$ cat src/rtl/lif_pkg.sv
// Shared types and constants for the lif neuron front end.
package lif_pkg;

    localparam int CUR_MAX = 255;
    localparam int SUM_W   = 11;

    typedef logic signed [3:0] weight_t;

    typedef enum logic [1:0] {
        IDLE  = 2'd0,
        RUN   = 2'd1,
        FLUSH = 2'd2
    } syn_state_e;

endpackage

$ cat src/rtl/syn_sat_add.sv
// Decay, weighted spike sum and 0..255 clamp for the synaptic accumulator.
module syn_sat_add
    import lif_pkg::*;
#(
    parameter int N_IN        = 4,
    parameter int W_WIDTH     = 4,
    parameter int WSCALE      = 3,
    parameter int DECAY_SHIFT = 1
) (
    input  logic [7:0]                    syn,
    input  logic [N_IN-1:0]               spikes,
    input  logic [N_IN-1:0][W_WIDTH-1:0]  weights,
    output logic [7:0]                    nxt,
    output logic                          clamp_hi,
    output logic                          clamp_lo
);

    localparam logic [SUM_W-1:0] ROUND =
        SUM_W'((1 << DECAY_SHIFT) - 1);
    localparam logic signed [SUM_W-1:0] HI = SUM_W'(CUR_MAX);

    logic        [SUM_W-1:0] syn_x;
    logic        [SUM_W-1:0] decay;
    logic signed [SUM_W-1:0] w_ext;
    logic signed [SUM_W-1:0] sum;
    logic signed [SUM_W-1:0] t;

    always_comb begin
        syn_x = {{(SUM_W-8){1'b0}}, syn};
        // rounding up lets the accumulator reach 0 instead of sticking at 1
        decay = (syn_x + ROUND) >> DECAY_SHIFT;
        sum   = '0;
        w_ext = '0;
        for (int i = 0; i < N_IN; i++) begin
            w_ext = $signed({{(SUM_W-W_WIDTH){weights[i][W_WIDTH-1]}},
                             weights[i]});
            if (spikes[i]) begin
                sum = sum + (w_ext <<< WSCALE);
            end
        end
        t        = $signed(syn_x - decay) + sum;
        clamp_lo = t[SUM_W-1];
        clamp_hi = !clamp_lo && (t > HI);
        nxt      = clamp_lo ? 8'd0
                 : clamp_hi ? 8'(CUR_MAX)
                 : t[7:0];
    end

endmodule

$ cat src/rtl/lif_synapse.sv
// Presynaptic front end: weighted spikes into a decaying, saturating
// 8-bit current for the lif neuron.
module lif_synapse
    import lif_pkg::*;
#(
    parameter int N_IN        = 4,
    parameter int W_WIDTH     = 4,
    parameter int WSCALE      = 3,
    parameter int DECAY_SHIFT = 1,
    localparam int AW = (N_IN > 1) ? $clog2(N_IN) : 1
) (
    input  logic               clk,
    input  logic               rst_n,
    input  logic               en,
    input  logic [N_IN-1:0]    spike_in,
    input  logic               cfg_valid,
    output logic               cfg_ready,
    input  logic [AW-1:0]      cfg_addr,
    input  logic [W_WIDTH-1:0] cfg_weight,
    output logic [7:0]         current,
    output logic               busy,
    output logic               sat_hi,
    output logic               sat_lo
);

    syn_state_e state, state_nx;

    logic [N_IN-1:0][W_WIDTH-1:0] weights;
    logic [N_IN-1:0]              spikes;
    logic [7:0]                   nxt;
    logic                         clamp_hi, clamp_lo;
    logic                         act, cfg_we;

    syn_sat_add #(
        .N_IN        (N_IN),
        .W_WIDTH     (W_WIDTH),
        .WSCALE      (WSCALE),
        .DECAY_SHIFT (DECAY_SHIFT)
    ) u_add (
        .syn      (current),
        .spikes   (spikes),
        .weights  (weights),
        .nxt      (nxt),
        .clamp_hi (clamp_hi),
        .clamp_lo (clamp_lo)
    );

    always_ff @(posedge clk) begin
        if (!rst_n) state <= IDLE;
        else        state <= state_nx;
    end

    always_comb begin
        state_nx = state;
        unique case (state)
            IDLE:    if (en) state_nx = RUN;
            RUN:     if (!en) state_nx = FLUSH;
            FLUSH: begin
                if (en)             state_nx = RUN;
                else if (nxt == '0) state_nx = IDLE;
            end
            default: state_nx = IDLE;
        endcase
    end

    always_comb begin
        cfg_ready = (state == IDLE);
        act       = (state != IDLE);
        spikes    = (state == RUN) ? spike_in : '0;
        cfg_we    = cfg_valid && cfg_ready;
    end

    always_ff @(posedge clk) begin
        if (!rst_n) begin
            current <= '0;
            busy    <= 1'b0;
            sat_hi  <= 1'b0;
            sat_lo  <= 1'b0;
            weights <= '0;
        end else begin
            busy <= (state_nx != IDLE);
            if (act) begin
                current <= nxt;
                sat_hi  <= sat_hi | clamp_hi;
                sat_lo  <= sat_lo | clamp_lo;
            end
            // addresses beyond N_IN match no slot and are dropped
            for (int i = 0; i < N_IN; i++) begin
                if (cfg_we && cfg_addr == AW'(i)) begin
                    weights[i] <= cfg_weight;
                end
            end
        end
    end

endmodule
$ cat config.mk
export PLATFORM = sky130hd
export DESIGN_NAME = lif_synapse
export DESIGN_NICKNAME = d
export VERILOG_FILES = /design/src/rtl/lif_pkg.sv /design/src/rtl/syn_sat_add.sv /design/src/rtl/lif_synapse.sv
export SDC_FILE = /design/constraint.sdc
export NUM_CORES = 1
export LEC_CHECK = 0
export CAP_MARGIN = 20
export CELL_PAD_IN_SITES_DETAIL_PLACEMENT = 1
export CELL_PAD_IN_SITES_GLOBAL_PLACEMENT = 2
export CORE_ASPECT_RATIO = 1.25
export CORE_UTILIZATION = 38
export DETAILED_ROUTE_END_ITERATION = 8
export MAX_ROUTING_LAYER = met4
export PLACE_DENSITY = 0.85
export SLEW_MARGIN = 40
export SYNTH_ARGS = -nofsm -noshare
export SYNTH_HDL_FRONTEND = slang
export SYNTH_SLANG_ARGS = --single-unit
$ cat constraint.sdc
create_clock -name clk -period 12 [get_ports clk]
set_clock_uncertainty 0.2 [all_clocks]
set_input_delay 1.2 -clock clk [delete_from_list [all_inputs] [get_ports clk]]
set_output_delay 1.2 -clock clk [all_outputs]
set_load 0.05 [all_outputs]
* Yosys cells after proc, flatten, opt, wreduce, memory -nomap -nowiden *
Cells that the tools add are included.

storage, ports and cells
  register bits after elaboration = 29
  input port bits = 14
  output and inout port bits = 12
  logic and storage cells = 47

cells by class
  add/sub/neg operators = 6
  order comparisons = 1
  equality and inequality tests = 5
  mux-type cells = 12
  bitwise logic cells = 2
  reduce and logical (&&, ||, !) cells = 12

operator list
  kind                                                                    number
  11-bit 2-to-1 mux                                                       4
  11-bit by 7-bit adder with 11-bit output                                3
  8-bit 2-to-1 mux                                                        2
  11-bit adder                                                            1
  11-bit by 9-bit > comparator with 1-bit output (second input constant)  1
  8-bit by 10-bit subtractor with 11-bit output                           1
  8-bit by 1-bit adder with 9-bit output (second input constant)          1
  8-bit logical NOT                                                       1
  2-bit 2-to-1 mux                                                        4
  2-bit == test (second input constant)                                   3
  1-bit logical AND                                                       6
  2-bit case mux with 3 select lines                                      1
  2-bit by 1-bit == test with 1-bit output (second input constant)        2
  2-bit logical NOT                                                       2
  4-bit 2-to-1 mux                                                        1
  2-bit nonzero test                                                      2
  1-bit OR                                                                2
  1-bit logical NOT                                                       1

* Logic depth before layout (Yosys ltp) *
  depth after elaboration = 19
  mapped depth = 35
  gate-level depth less buffers = 33

* Cells and area by module *
From an unflattened synthesis, not the netlist that was laid out.

second synthesis, totals
  cells, all modules = 402
  area total of the unflattened synthesis = 3,303.2 um2

by module, submodules not included
  module       instances  cells each  area each (um2)  seq. area each (um2)
  syn_sat_add  1          281         2,133.3          0.0
  lif_synapse  1          121         1,169.9          580.6

* Least setup slack after synthesis *
OpenSTA, ideal clock, no wires.

  path kind = input to register
  start point = input port spike_in[0]
  end point = register state[1]
  library setup time = 114 ps
  arrival = 6,916 ps
  required time = 11,686 ps
  setup slack = 4,769 ps
  cell stages on the path = 30
  buffers on the path = 0
  path through = nand3_1 inv_1 ha_1 a21oi_1 maj3_1 fa_1 nor2_1 o21a_1 ha_1 a21oi_1 xnor2_1 a21oi_1 inv_1 ha_1 o21a_1 o31ai_1 a21oi_1 a21o_1 fa_1 inv_1 ha_1 o21a_1 o21ai_0 a21oi_1 o21a_1 o22a_1 a221oi_4 xnor2_2 nand3b_1 a2111oi_0

between the ends
  cells in the longest elaborated chain, start to end = 17
  elaborated cells between the ends (all ways) = 18
  classes of those cells = 4 x add/sub; 1 x order compare; 10 x mux; 3 x reduce/logical

ends and longest elaborated chain
  what                                                                                        line               source
  from (decl)                                                                                 lif_synapse.sv:15  input logic [N_IN-1:0] spike_in,
  4-bit 2-to-1 mux (*)                                                                        lif_synapse.sv:69  spikes = (state == RUN) ? spike_in : '0;
  11-bit 2-to-1 mux (*)                                                                       syn_sat_add.sv:37  if (spikes[i]) begin
  11-bit by 7-bit adder with 11-bit output                                                    syn_sat_add.sv:38  sum = sum + (w_ext <<< WSCALE);
  11-bit 2-to-1 mux (*)                                                                       syn_sat_add.sv:37
  11-bit by 7-bit adder with 11-bit output                                                    syn_sat_add.sv:38
  11-bit 2-to-1 mux (*)                                                                       syn_sat_add.sv:37
  11-bit by 7-bit adder with 11-bit output                                                    syn_sat_add.sv:38
  11-bit 2-to-1 mux (*)                                                                       syn_sat_add.sv:37
  11-bit adder (*)                                                                            syn_sat_add.sv:41  t = $signed(syn_x - decay) + sum;
  11-bit by 9-bit > comparator with 1-bit output / 1-bit logical NOT (equally long branches)  syn_sat_add.sv:43  clamp_hi = !clamp_lo && (t > HI);
  1-bit logical AND                                                                           syn_sat_add.sv:43
  8-bit 2-to-1 mux                                                                            syn_sat_add.sv:45  : clamp_hi ? 8'(CUR_MAX)
  8-bit 2-to-1 mux (*)                                                                        syn_sat_add.sv:44  nxt = clamp_lo ? 8'd0
  8-bit logical NOT (*)                                                                       lif_synapse.sv:60  else if (nxt == '0) state_nx = IDLE;
  2-bit 2-to-1 mux (*)                                                                        lif_synapse.sv:60
  2-bit 2-to-1 mux (*)                                                                        lif_synapse.sv:59  if (en) state_nx = RUN;
  2-bit case mux with 3 select lines (*)                                                      lif_synapse.sv:55  unique case (state)
  to (signal assigned)                                                                        lif_synapse.sv:50  else state <= state_nx;
  to (decl)                                                                                   lif_synapse.sv:26  syn_state_e state, state_nx;

Mark *: on every way between the ends. The rest lies on a longest branch, timed or not.
A chain may end at the register's enable or synchronous reset.

* Worst setup path in the final report *
Ends and elaborated chain as after synthesis.

==> impl_metrics.json <==
{
  "grt.overflow.total": 0,
  "drtPass1Iterations": 4,
  "synthDistinctLibCells": 63,
  "timing.slew.headroom_pct": 52.0,
  "hold_end": "weights[1]$_SDFFE_PN0P_",
  "reg2reg_depth": 33,
  "grt_antenna_before_repair": 0,
  "fin_crit_sh_pct": 66.8,
  "p_leak_nw": 1.45,
  "fp.dieH_um": 103,
  "ir_worst_vdd_v": 0.000210,
  "min-delay-start": "weights[1]$_SDFFE_PN0P_",
  "ff_latch_area_um2": 581,
  "track_usage_pct": 20.8,
  "cts_tree": "yes",
  "hold_viol": 0,
  "cts_buffer_depth": 2,
  "clock-sinks": 29,
  "vias": 2767,
  "syn-num-nets": 436,
  "routed_wl_um": 8010,
  "final_util_pct": 45.0,
  "slew_viol_final": 0,
  "ant_nets": 0,
  "clk_pin_slew_ns": 0.06,
  "synth_flop_cell": "dfxtp_1",
  "io_buffers": 25,
  "synth_area_per_cell_um2": 8.11,
  "critPathArrivalTime_ns": 7.97,
  "cp-end-kind": "flop",
  "drt_iter0_drc": 57,
  "ys_async_sr_fraction_pct": 0,
  "met1Wirelength_um": 3260,
  "yosysWarningCount": 0,
  "cts-resized-gates": 0,
  "rsz0062_at_grt": "false",
  "crit_fanout": 5,
  "drv_cap": 0,
  "ys_seq_elements": 29,
  "syn_to_final_growth_pct": 14.0,
  "hold_buffers": 0,
  "hold_class": "flop to flop",
  "multi_input_area_um2": 2320,
  "finalNetCount": 459,
  "seq_area_frac_synth_pct": 18.8,
  "rows": 36,
  "run_status": "finished clean",
  "worst_pin_slew_ns": 0.715,
  "syn_area_um2": 3090,
  "num_io_pins": 26,
  "whs_path_depth": 2,
  "fin_setup_tns_ns": 0,
  "htreeDepth": 2,
  "avgRoutedWirePerCell_um": 16.0,
  "drc": 0,
  "rr_endpoint": "state[1]$_SDFF_PN0_",
  "finalWeightedCongestion": 0.762,
  "dieWidth_um": 82.7,
  "synth_top_area_cell": "dfxtp_1",
  "critPathKind": "input port to flop",
  "p_per_area_nw_per_um2": 209,
  "ys_top_cells_by_area": "dfxtp_1 (19%), ha_1 (13%), mux2i_1 (6.8%)",
  "grt_max_degree": 28,
  "nFillCells": 982,
  "vias_per_cell": 5.53,
  "die_area_um2": 8500,
  "initial_core_util_pct": 39.4,
  "r2r_setup_slack_ns": 4.60,
  "netlist_instances": 381,
  "crit_top_cell": "a21oi_1",
  "diodes": 0,
  "grt_pass1_wl_um": 13200,
  "startpoint_type": "input port",
  "dr.max_layer_used": "met4",
  "drive_gt1_share_pct": 4.69,
  "core_area_um2": 7840,
  "post-cts-setup-buffer-count": 0,
  "dr_wl_met2_um": 4620,
  "cp.required_ns": 11.95,
  "ctsRootBufferMaster": "clkbuf_8",
  "worstSkewPairLatency_ns": 0.28,
  "cts_buffers": 5,
  "fmax_mhz": 125,
  "first_global_vias": 2810,
  "wl_met3_um": 90,
  "setup_viol": 0,
  "timing.rr.start": "state[0]$_SDFF_PN0_",
  "final.min_clock_period_ns": 8.02,
  "synth_top_area_share_pct": 18.8,
  "dpl.hpwl_um": 6820,
  "crit_path_max_incr_delay_ns": 0.49,
  "synth_edf_count": 0,
  "cpMaxStageDelayCell": "fa_1"
}
## through the flow
step / total power, mW / worst slack (ns) / cells / hold WS, ns / instance area [µm²]
after detailed placement: 0.638 / 3.70 / 492 / 0.297 / 3400
final: 0.735 / 3.99 / 500 / 0.305 / 3520
after floorplan: 0.514 / 4.77 / 381 / 0.252 / 3090
after global placement: 0.626 / 3.93 / 492 / 0.290 / 3400
after global routing: 0.797 / 3.43 / 500 / 0.342 / 3520
after CTS: 0.745 / 3.96 / 500 / 0.316 / 3520
## power breakdown
part | internal (mW) | switching, mW
Clock | 0.0676 | 0.0366
Combinational | 0.201 | 0.298
Sequential | 0.111 | 0.0213
Total | 0.379 | 0.356
## how the worst max path moves through the flow
stage	end	slack (ns)	startpoint
global placement	state[1]$_SDFF_PN0_	3.93	spike_in[0]
floorplan	state[1]$_SDFF_PN0_	4.77	spike_in[0]
detailed placement	state[1]$_SDFF_PN0_	3.70	spike_in[0]
global route	state[1]$_SDFF_PN0_	3.43	spike_in[0]
CTS	state[1]$_SDFF_PN0_	3.96	spike_in[0]
finish	state[1]$_SDFF_PN0_	3.99	spike_in[0]
## synthesized netlist by cell type, drive strengths merged, types with 3 or more instances
cell / count
a21o: 5
nor2: 49
inv: 37
a22o: 4
o21bai: 3
nor2b: 6
nand2b: 6
o211ai: 4
o21ai: 15
fa: 10
dfxtp: 29
nand2: 26
o21a: 8
a21oi: 25
nand4: 5
ha: 31
nand4b: 3
xnor2: 19
nand3: 10
mux2i: 21
xor2: 6
buf: 4
nor3: 4
a211oi: 8
clkbuf: 5
## layer usage
layer	GRT usage [%]	up-vias
li1	-	1396
met5	-	-
met4	4.11	0
met2	41.0	21
met1	21.7	1345
met3	2.12	5
## worst max-delay path: cells and delay by family
| kind | cells | cell delay [ns] |
|---|---|---|
| AO/OA/AOI/OAI | 15 | 2.84 |
| adder cells (fa/ha/maj) | 7 | 2.61 |
| buffers and inverters | 4 | 0.65 |
| AND/OR/NAND/NOR | 3 | 0.35 |
| XOR/XNOR | 2 | 0.30 |
## cell families (layout without fill, tap and decap cells)
family | Yosys count | after routing | share of synthesized area (%)
buf+inv | 47 | 71 | 6.47
fa+ha+maj | 42 | 42 | 19.3
mux | 22 | 22 | 7.16
flops | 29 | 29 | 18.8
compound gates | 94 | 94 | 22.1
simple gates | 122 | 122 | 18.9
xor+xnor | 25 | 25 | 7.33
## cell usage in the layout (no fill, tap or decap), drive strengths merged, types with 3 or more instances in the layout
cell type	synthesis	final
nor2b	6	6
clkdlybuf4s50	0	25
o211ai	4	4
inv	37	37
nand4b	3	3
a211oi	8	8
a22o	4	4
dfxtp	29	29
nor2	49	49
xor2	6	6
o21a	8	8
nand4	5	5
fa	10	10
nand2	26	26
nor3	4	4
a21oi	25	25
nand2b	6	6
o21bai	3	3
clkbuf	5	7
o21ai	15	15
nand3	10	10
ha	31	31
xnor2	19	19
mux2i	21	21
a21o	5	5
## state kept, by name, summed over array words and instances, names as in the netlist
signal   flops
weights     16
current      8
state        2
busy         1
sat_hi       1
sat_lo       1
## layout make-up
cell class	instances	share of cell area, %
clock buffers	7	2.45
flip-flops and latches	29	16.5
inverters	38	4.05
multi-input cells	305	65.7
clock inverters	1	0.852
repair buffers	25	7.10
well taps	95	3.37
Note: power is estimated with default switching activity, not from simulation.
